[config.mk]
export PLATFORM = sky130hd
export DESIGN_NAME = rocketcpu_audio_param_scheduler
export DESIGN_NICKNAME = d
export VERILOG_FILES = /design/src/rtl/rocketcpu_audio_param_scheduler.sv
export SDC_FILE = /design/constraint.sdc
export NUM_CORES = 1
export LEC_CHECK = 0
export ABC_AREA = 1
export CAP_MARGIN = 20
export CORE_ASPECT_RATIO = 1.2
export CORE_UTILIZATION = 25
export DETAILED_ROUTE_END_ITERATION = 12
export HOLD_SLACK_MARGIN = 0.1
export RECOVER_POWER = 25
export SKIP_CTS_REPAIR_TIMING = 1
export SYNTH_ARGS = -nofsm -noshare
export SYNTH_HDL_FRONTEND = slang
export SYNTH_SLANG_ARGS = --single-unit
[constraint.sdc]
create_clock -name i_wb_clk -period 2.3 [get_ports i_wb_clk]
set_input_delay 0.46 -clock i_wb_clk [delete_from_list [all_inputs] [get_ports i_wb_clk]]
set_output_delay 0.46 -clock i_wb_clk [all_outputs]
set_load 0.02 [all_outputs]
[src/rtl/rocketcpu_audio_param_scheduler.sv]
// Wishbone-mapped shadow registers for audio parameters; the shadow set is committed
// atomically to the active outputs on the next sample tick after a commit request.
module rocketcpu_audio_param_scheduler #(
    parameter logic [31:0] BASE_ADR = 32'h1000_0000,
    parameter int unsigned NPARAM   = 10
) (
    input  logic        i_wb_clk,
    input  logic        i_wb_rst_n,
    input  logic [31:0] i_wb_adr,
    input  logic [31:0] i_wb_dat,
    input  logic [3:0]  i_wb_sel,
    input  logic        i_wb_we,
    input  logic        i_wb_cyc,
    output logic [31:0] o_wb_rdt,
    output logic        o_wb_ack,
    input  logic        i_sample_tick,
    input  logic [31:0] iparam_1,
    output logic [31:0] param_1,
    output logic [31:0] param_2,
    output logic [31:0] param_3,
    output logic [31:0] param_4,
    output logic [31:0] param_5,
    output logic [31:0] param_6,
    output logic [31:0] param_7,
    output logic [31:0] param_8,
    output logic [31:0] param_9,
    output logic [31:0] param_10,
    output logic        o_params_updated
);

    typedef enum logic [1:0] {StIdle, StArmed, StCopy} state_e;

    state_e      state_q, state_d;
    logic [31:0] shadow_q [10];
    logic [31:0] param_q  [10];
    logic        auto_q;
    logic        dirty_q;
    logic [7:0]  count_q;
    logic        updated_q;

    logic        accept;
    logic [31:0] offset;
    logic [29:0] word;
    logic        aligned;
    logic        shadow_hit;
    logic        shadow_wr;
    logic        ctrl_wr;
    logic        commit_req;
    logic [31:0] rd_data;

    assign accept     = i_wb_cyc & ~o_wb_ack;
    assign offset     = i_wb_adr - BASE_ADR;
    assign word       = offset[31:2];
    // Misaligned accesses are treated as unmapped.
    assign aligned    = (offset[1:0] == 2'b00);
    assign shadow_hit = aligned & (word < 30'(NPARAM));
    assign shadow_wr  = accept & i_wb_we & shadow_hit;
    assign ctrl_wr    = accept & i_wb_we & aligned & (word == 30'd10) & i_wb_sel[0];
    assign commit_req = ctrl_wr & i_wb_dat[0];

    always_comb begin
        rd_data = '0;
        if (shadow_hit) begin
            rd_data = shadow_q[word[3:0]];
        end else if (aligned && word == 30'd10) begin
            rd_data = {30'd0, auto_q, 1'b0};
        end else if (aligned && word == 30'd11) begin
            rd_data = {16'd0, count_q, 6'd0, dirty_q, state_q == StArmed};
        end else if (aligned && word == 30'd12) begin
            rd_data = iparam_1;
        end
    end

    always_comb begin
        state_d = state_q;
        unique case (state_q)
            StIdle: begin
                if (commit_req || (shadow_wr && auto_q)) state_d = StArmed;
            end
            StArmed: begin
                if (i_sample_tick) state_d = StCopy;
            end
            StCopy: begin
                // A shadow write landing on the copy edge missed this commit; re-arm for it.
                state_d = (shadow_wr && auto_q) ? StArmed : StIdle;
            end
            default: state_d = StIdle;
        endcase
    end

    always_ff @(posedge i_wb_clk or negedge i_wb_rst_n) begin
        if (!i_wb_rst_n) begin
            state_q   <= StIdle;
            auto_q    <= 1'b0;
            dirty_q   <= 1'b0;
            count_q   <= 8'd0;
            updated_q <= 1'b0;
            o_wb_ack  <= 1'b0;
            o_wb_rdt  <= 32'd0;
            for (int i = 0; i < 10; i++) begin
                shadow_q[i] <= 32'd0;
                param_q[i]  <= 32'd0;
            end
        end else begin
            state_q   <= state_d;
            o_wb_ack  <= accept;
            updated_q <= (state_q == StCopy);
            if (accept) o_wb_rdt <= rd_data;
            if (ctrl_wr) auto_q <= i_wb_dat[1];
            if (state_q == StCopy) begin
                for (int i = 0; i < 10; i++) param_q[i] <= shadow_q[i];
                count_q <= count_q + 8'd1;
            end
            if (shadow_wr) begin
                dirty_q <= 1'b1;
                for (int b = 0; b < 4; b++) begin
                    if (i_wb_sel[b]) shadow_q[word[3:0]][8*b +: 8] <= i_wb_dat[8*b +: 8];
                end
            end else if (state_q == StCopy) begin
                dirty_q <= 1'b0;
            end
        end
    end

    assign param_1          = param_q[0];
    assign param_2          = param_q[1];
    assign param_3          = param_q[2];
    assign param_4          = param_q[3];
    assign param_5          = param_q[4];
    assign param_6          = param_q[5];
    assign param_7          = param_q[6];
    assign param_8          = param_q[7];
    assign param_9          = param_q[8];
    assign param_10         = param_q[9];
    assign o_params_updated = updated_q;

endmodule

Word-level counts from Yosys, hierarchy flattened
Index checks and enable logic that the tools add are counted. Widths: inputs -> output; s select.

Bitwise logic cells: 10. Eq/ne operators: 7. $lt $le $gt $ge: 3. Reductions and logical operators: 10. $add $sub $neg: 2. Mux-type cells: 32.

Operators with widths (number): $mux 320 (7); $bwmux 320 (4); $demux 32 s4 (4); $mux 32 (7); $bmux 32 s4 (1); $eq 30x4->1 const B (3); $sub 32x29->32 const B (1); $lt 30x4->1 const B (1); $mux 24 (1); $mux 16 (1); $add 8x1->8 const B (1); $and 1x1->1 (8); $mux 8 (1); $pmux 2 s3 (1); $ge 5x5->1 const B (1); $logic_and 1x1->1 (5); $lt 5x1->1 const B (1); $not 4->5 (1); $logic_not 2->1 (2); $mux 2 (2); $ne 2x2->1 const B (2); $mux 1 (3); $eq 2x1->1 const B (1); $eq 2x2->1 const B (1); 4 further kinds (4).

Bits in registers: 686. Output and inout bits: 354. Logic and storage cells: 91. Bits of input ports: 105.

Longest topological paths before layout
Gate-level depths: netlist of the first run.

Depth in word-level cells: 17. Mapped depth: 12. Depth with buffers taken out: 11.

Least setup slack after synthesis of the first run
Ideal clock, no wire load.

Path kind: input port to flip-flop. Start: input port i_wb_adr[6]. End: register shadow_q[175] (netlist name). Setup slack: 0.323 ns. Cell stages on the path: 11. Data required time: 2.175 ns. Setup time: 0.125 ns. Buffers on the path: 1. Arrival: 1.852 ns. Cell sequence: nor2_2 > nand2_1 > nor2_2 > nand2_2 > nor2_4 > nand2_4 > nor2_8 > nand2_2 > buf_2 > nand2_1 > o21ai_1.

Longest elaborated chain between the ends: 4.

Ends and longest elaborated chain: start, declared (line 9) `input logic [31:0] i_wb_adr,`; $sub 32x29->32 (line 52) `assign offset = i_wb_adr - BASE_ADR;`; $lt 30x4->1 (line 56) `assign shadow_hit = aligned & (word < 30'(NPARAM));`; $and 1x1->1 (line 56); $and 1x1->1 (line 57) `assign shadow_wr = accept & i_wb_we & shadow_hit;`; end signal, assigned by index (line 117) `if (i_wb_sel[b]) shadow_q[word[3:0]][8*b +: 8] <= i_wb_dat[8*b +: 8];`; end, declared (line 34) `logic [31:0] shadow_q [10];`.

Every way passes these cells. A chain may end at the register's enable or synchronous reset.

Worst setup path after layout of the first run
Start: register param_q (netlist bit param_6[10]). End: output port param_6[10].

RTL lines: start, declared (line 35) `logic [31:0] param_q [10];`; start signal, assigned by index (line 102) `param_q[i] <= 32'd0;`; end, declared (line 23) `output logic [31:0] param_6,`.

No word-level cell between the ends.

==> impl_metrics.json, run 1 <==
{
  "pwr-share-clk": 0.490,
  "drc": 0,
  "h-tree-depth": 3,
  "ys_seq_elements": 686,
  "synth_top_cell_by_area": "dfrtp_1",
  "routed.top_layer": "met5",
  "initial_core_util": 0.253,
  "vias_per_cell": 4.56,
  "cts_tree": "done",
  "path_max_fanout": 2,
  "p_int_mw": 20.1,
  "syn_avg_cell_area_um2": 8.61,
  "cts_buffers": 78,
  "dp_hpwl_mm": 89.6,
  "cts_root_buf": "clkbuf_16",
  "area_growth_pct": 37.7,
  "slowest_delay_ns": 0.78,
  "grt_max_degree": 98,
  "p_seq_frac": 0.459,
  "dr_wl_met2_mm": 57.1,
  "grt_overflow": 0,
  "fp-row-count": 134,
  "path_cells": "clkdlybuf4s50_1",
  "met3WireLength_mm": 8.47,
  "final_cell_mix": "nand2_1 (1460), dfrtp_1 (686), clkdlybuf4s50_1 (433)",
  "path_clk_slew_ns": 0.06,
  "ant_nets": 0,
  "p_comb_frac": 0.051,
  "finalSetupViolations": 0,
  "yosys-top-cells-area": "dfrtp_1 (61%), nand2_1 (19%), o21ai_0 (7.0%)",
  "vias": 24700,
  "gp_congestion": 0.906,
  "holdWs_ns": 0.377,
  "worst-endpoint-arrival_ns": 1.82,
  "p_per_area_nw_per_um2": 679,
  "num_antenna_cells": 0,
  "cp_slowest_cell": "clkdlybuf4s50_1",
  "p_switching_mw": 6.44,
  "synth_warnings": 0,
  "netlist_instances": 3290,
  "grt_pass1_vias": 24300,
  "final_common_cell": "nand2_1",
  "synth_area_um2": 28300,
  "worstSetupPathType": "reg -> out",
  "cp-start-kind": "register",
  "netSwitchingFraction": 0.243,
  "syn_nets": 3396,
  "max_slew_margin": 0.249,
  "dieArea_um2": 115000,
  "required_ns": 1.84,
  "slew_viol_final": 0,
  "cap_viol_max_count": 0,
  "hold_viol": 0,
  "fin_worst_skew_ns": 0.0522,
  "min_path_type": "in -> reg",
  "dp.cells": 5274,
  "rsz0062_at_grt": "false",
  "clock_latency_ns": 0.69,
  "io_buffers": 458,
  "cp_top_family": "buffers and inverters",
  "ir_drop_v": 0.000475,
  "wl_per_cell_um": 21.6,
  "cts_sinks": 686,
  "fp.dieW_um": 309,
  "coreArea_um2": 112000,
  "outcome": "finished, final reports clean",
  "p_leak_nw": 18.9,
  "drtIter0Drc": 1945,
  "worst_slew_pin_slew_ns": 1.13,
  "grt_pass1_wl_mm": 169,
  "synth-seq-area-share": 0.606,
  "max_freq_mhz": 439,
  "num_io_pins": 459,
  "antenna_found_initial": 2,
  "grt_usage": 0.203,
  "drt_first_pass_iters": 5,
  "layout_min_cycle_time_ns": 2.28,
  "nets": 3965,
  "path_buf_inv": 1,
  "clk_path_buf_depth": 3,
  "dieHeight_um": 371,
  "stdcell_count": 5419,
  "drive_gt1_frac": 0.0999,
  "post-route-period-util": 0.990,
  "wirelength_mm": 117,
  "yosys.area.top_type_share": 0.606,
  "met1_length_mm": 45.0,
  "ys_types": 32,
  "crit_path_end_kind": "output port"
}
[tightest hold or removal path, cell delays in order]
cell,delay (ns)
clkdlybuf4s50_1,0.39
nand3_1,0.08
a21oi_1,0.06
[per-layer routing]
layer / up-vias / track usage
met2: 877 / 0.339
met1: 12000 / 0.239
met5: - / 0
met4: 4 / 0.110
li1: 11700 / -
met3: 214 / 0.0490
[state kept, by name, indices dropped and copies added (netlist names)]
register / cells
o_params_updated: 1
shadow_q: 320
param_6: 32
auto_q: 1
param_7: 32
param_10: 32
param_4: 32
param_2: 32
count_q: 8
o_wb_ack: 1
param_9: 32
param_1: 32
param_5: 32
dirty_q: 1
o_wb_rdt: 32
param_3: 32
state_q: 2
param_8: 32
[power groups by stage]
stage / Combinational, mW / Clock, mW / Sequential (mW)
after floorplan: 0.280 / 0 / 12.4
after global placement: 1.38 / 0 / 12.4
after detailed placement: 1.39 / 0 / 12.4
after CTS: 1.39 / 13.3 / 12.2
after global routing: 1.46 / 13.7 / 12.2
final: 1.35 / 13.0 / 12.2
[through the flow]
step	utilization	instance area [um^2]	setup slack [ns]	power, mW	setup TNS, ns
floorplan	-	28300	0.323	12.7	0
global route	0.349	39000	0.00274	27.3	0
CTS	0.348	39000	-0.101	26.8	-1.10
finish	0.349	39000	0.0223	26.5	0
detailed placement	0.324	36300	-0.683	13.8	-158.35
global placement	0.324	36300	-0.697	13.8	-146.66
[path summary, 6_finish.rpt]
path	to	cells past startpoint	startpoint	slack, ns
min reg2reg	state_q[1]$_DFFE_PN0P_	1	state_q[1]$_DFFE_PN0P_	0.46
min in group asynchronous	shadow_q[257]$_DFFE_PN0P_	3	i_wb_rst_n	1.09
max reg2reg	shadow_q[158]$_DFFE_PN0P_	8	o_wb_ack$_DFF_PN0_	0.40
max in group asynchronous	param_9[22]$_DFFE_PN0P_	4	i_wb_rst_n	0.28
max	param_6[10]	1	param_6[10]$_DFFE_PN0P_	0.02
min	o_wb_rdt[17]$_DFFE_PN0P_	3	iparam_1[17]	0.38
[logic make-up (layout without fill, tap and decap cells)]
group                    after synthesis  in the layout  share of synthesized area
adder cells (fa/ha/maj)                1              1                   0.000442
XOR/XNOR                               7              7                    0.00216
buffers and inverters                300            933                     0.0433
AND/OR/NAND/NOR                     1732           1732                      0.242
AO/OA/AOI/OAI                        564            564                      0.107
flip-flops                           686            686                      0.606
[cell type report]
cell class | count | area [um^2]
Clock inverter | 37 | 404
Sequential cell | 686 | 17200
Clock buffer | 107 | 2290
Tap cell | 1496 | 1870
Inverter | 139 | 529
Timing Repair Buffer | 650 | 6750
Fill cell | 11500 | 72800
Multi-Input combinational cell | 2304 | 10000
[synthesized netlist by cell type, drive strengths merged]
| library cell | number |
|---|---|
| a21oi | 46 |
| a22oi | 78 |
| and2 | 1 |
| buf | 42 |
| clkbuf | 119 |
| clkinv | 2 |
| dfrtp | 686 |
| ha | 1 |
| inv | 137 |
| nand2 | 1493 |
| nand3 | 74 |
| nand4 | 13 |
| nor2 | 133 |
| nor3 | 8 |
| o21ai | 437 |
| o21bai | 1 |
| o22ai | 2 |
| or2 | 10 |
| xnor2 | 3 |
| xor2 | 4 |
No activity file was read; power rests on OpenSTA's default activity.
==> run 2: changes to the inputs <==
CTS_CLUSTER_SIZE = 16   (was not set)
==> results of run 2 <==
No change in the layout: final DEF, timing and power equal those of run 1.
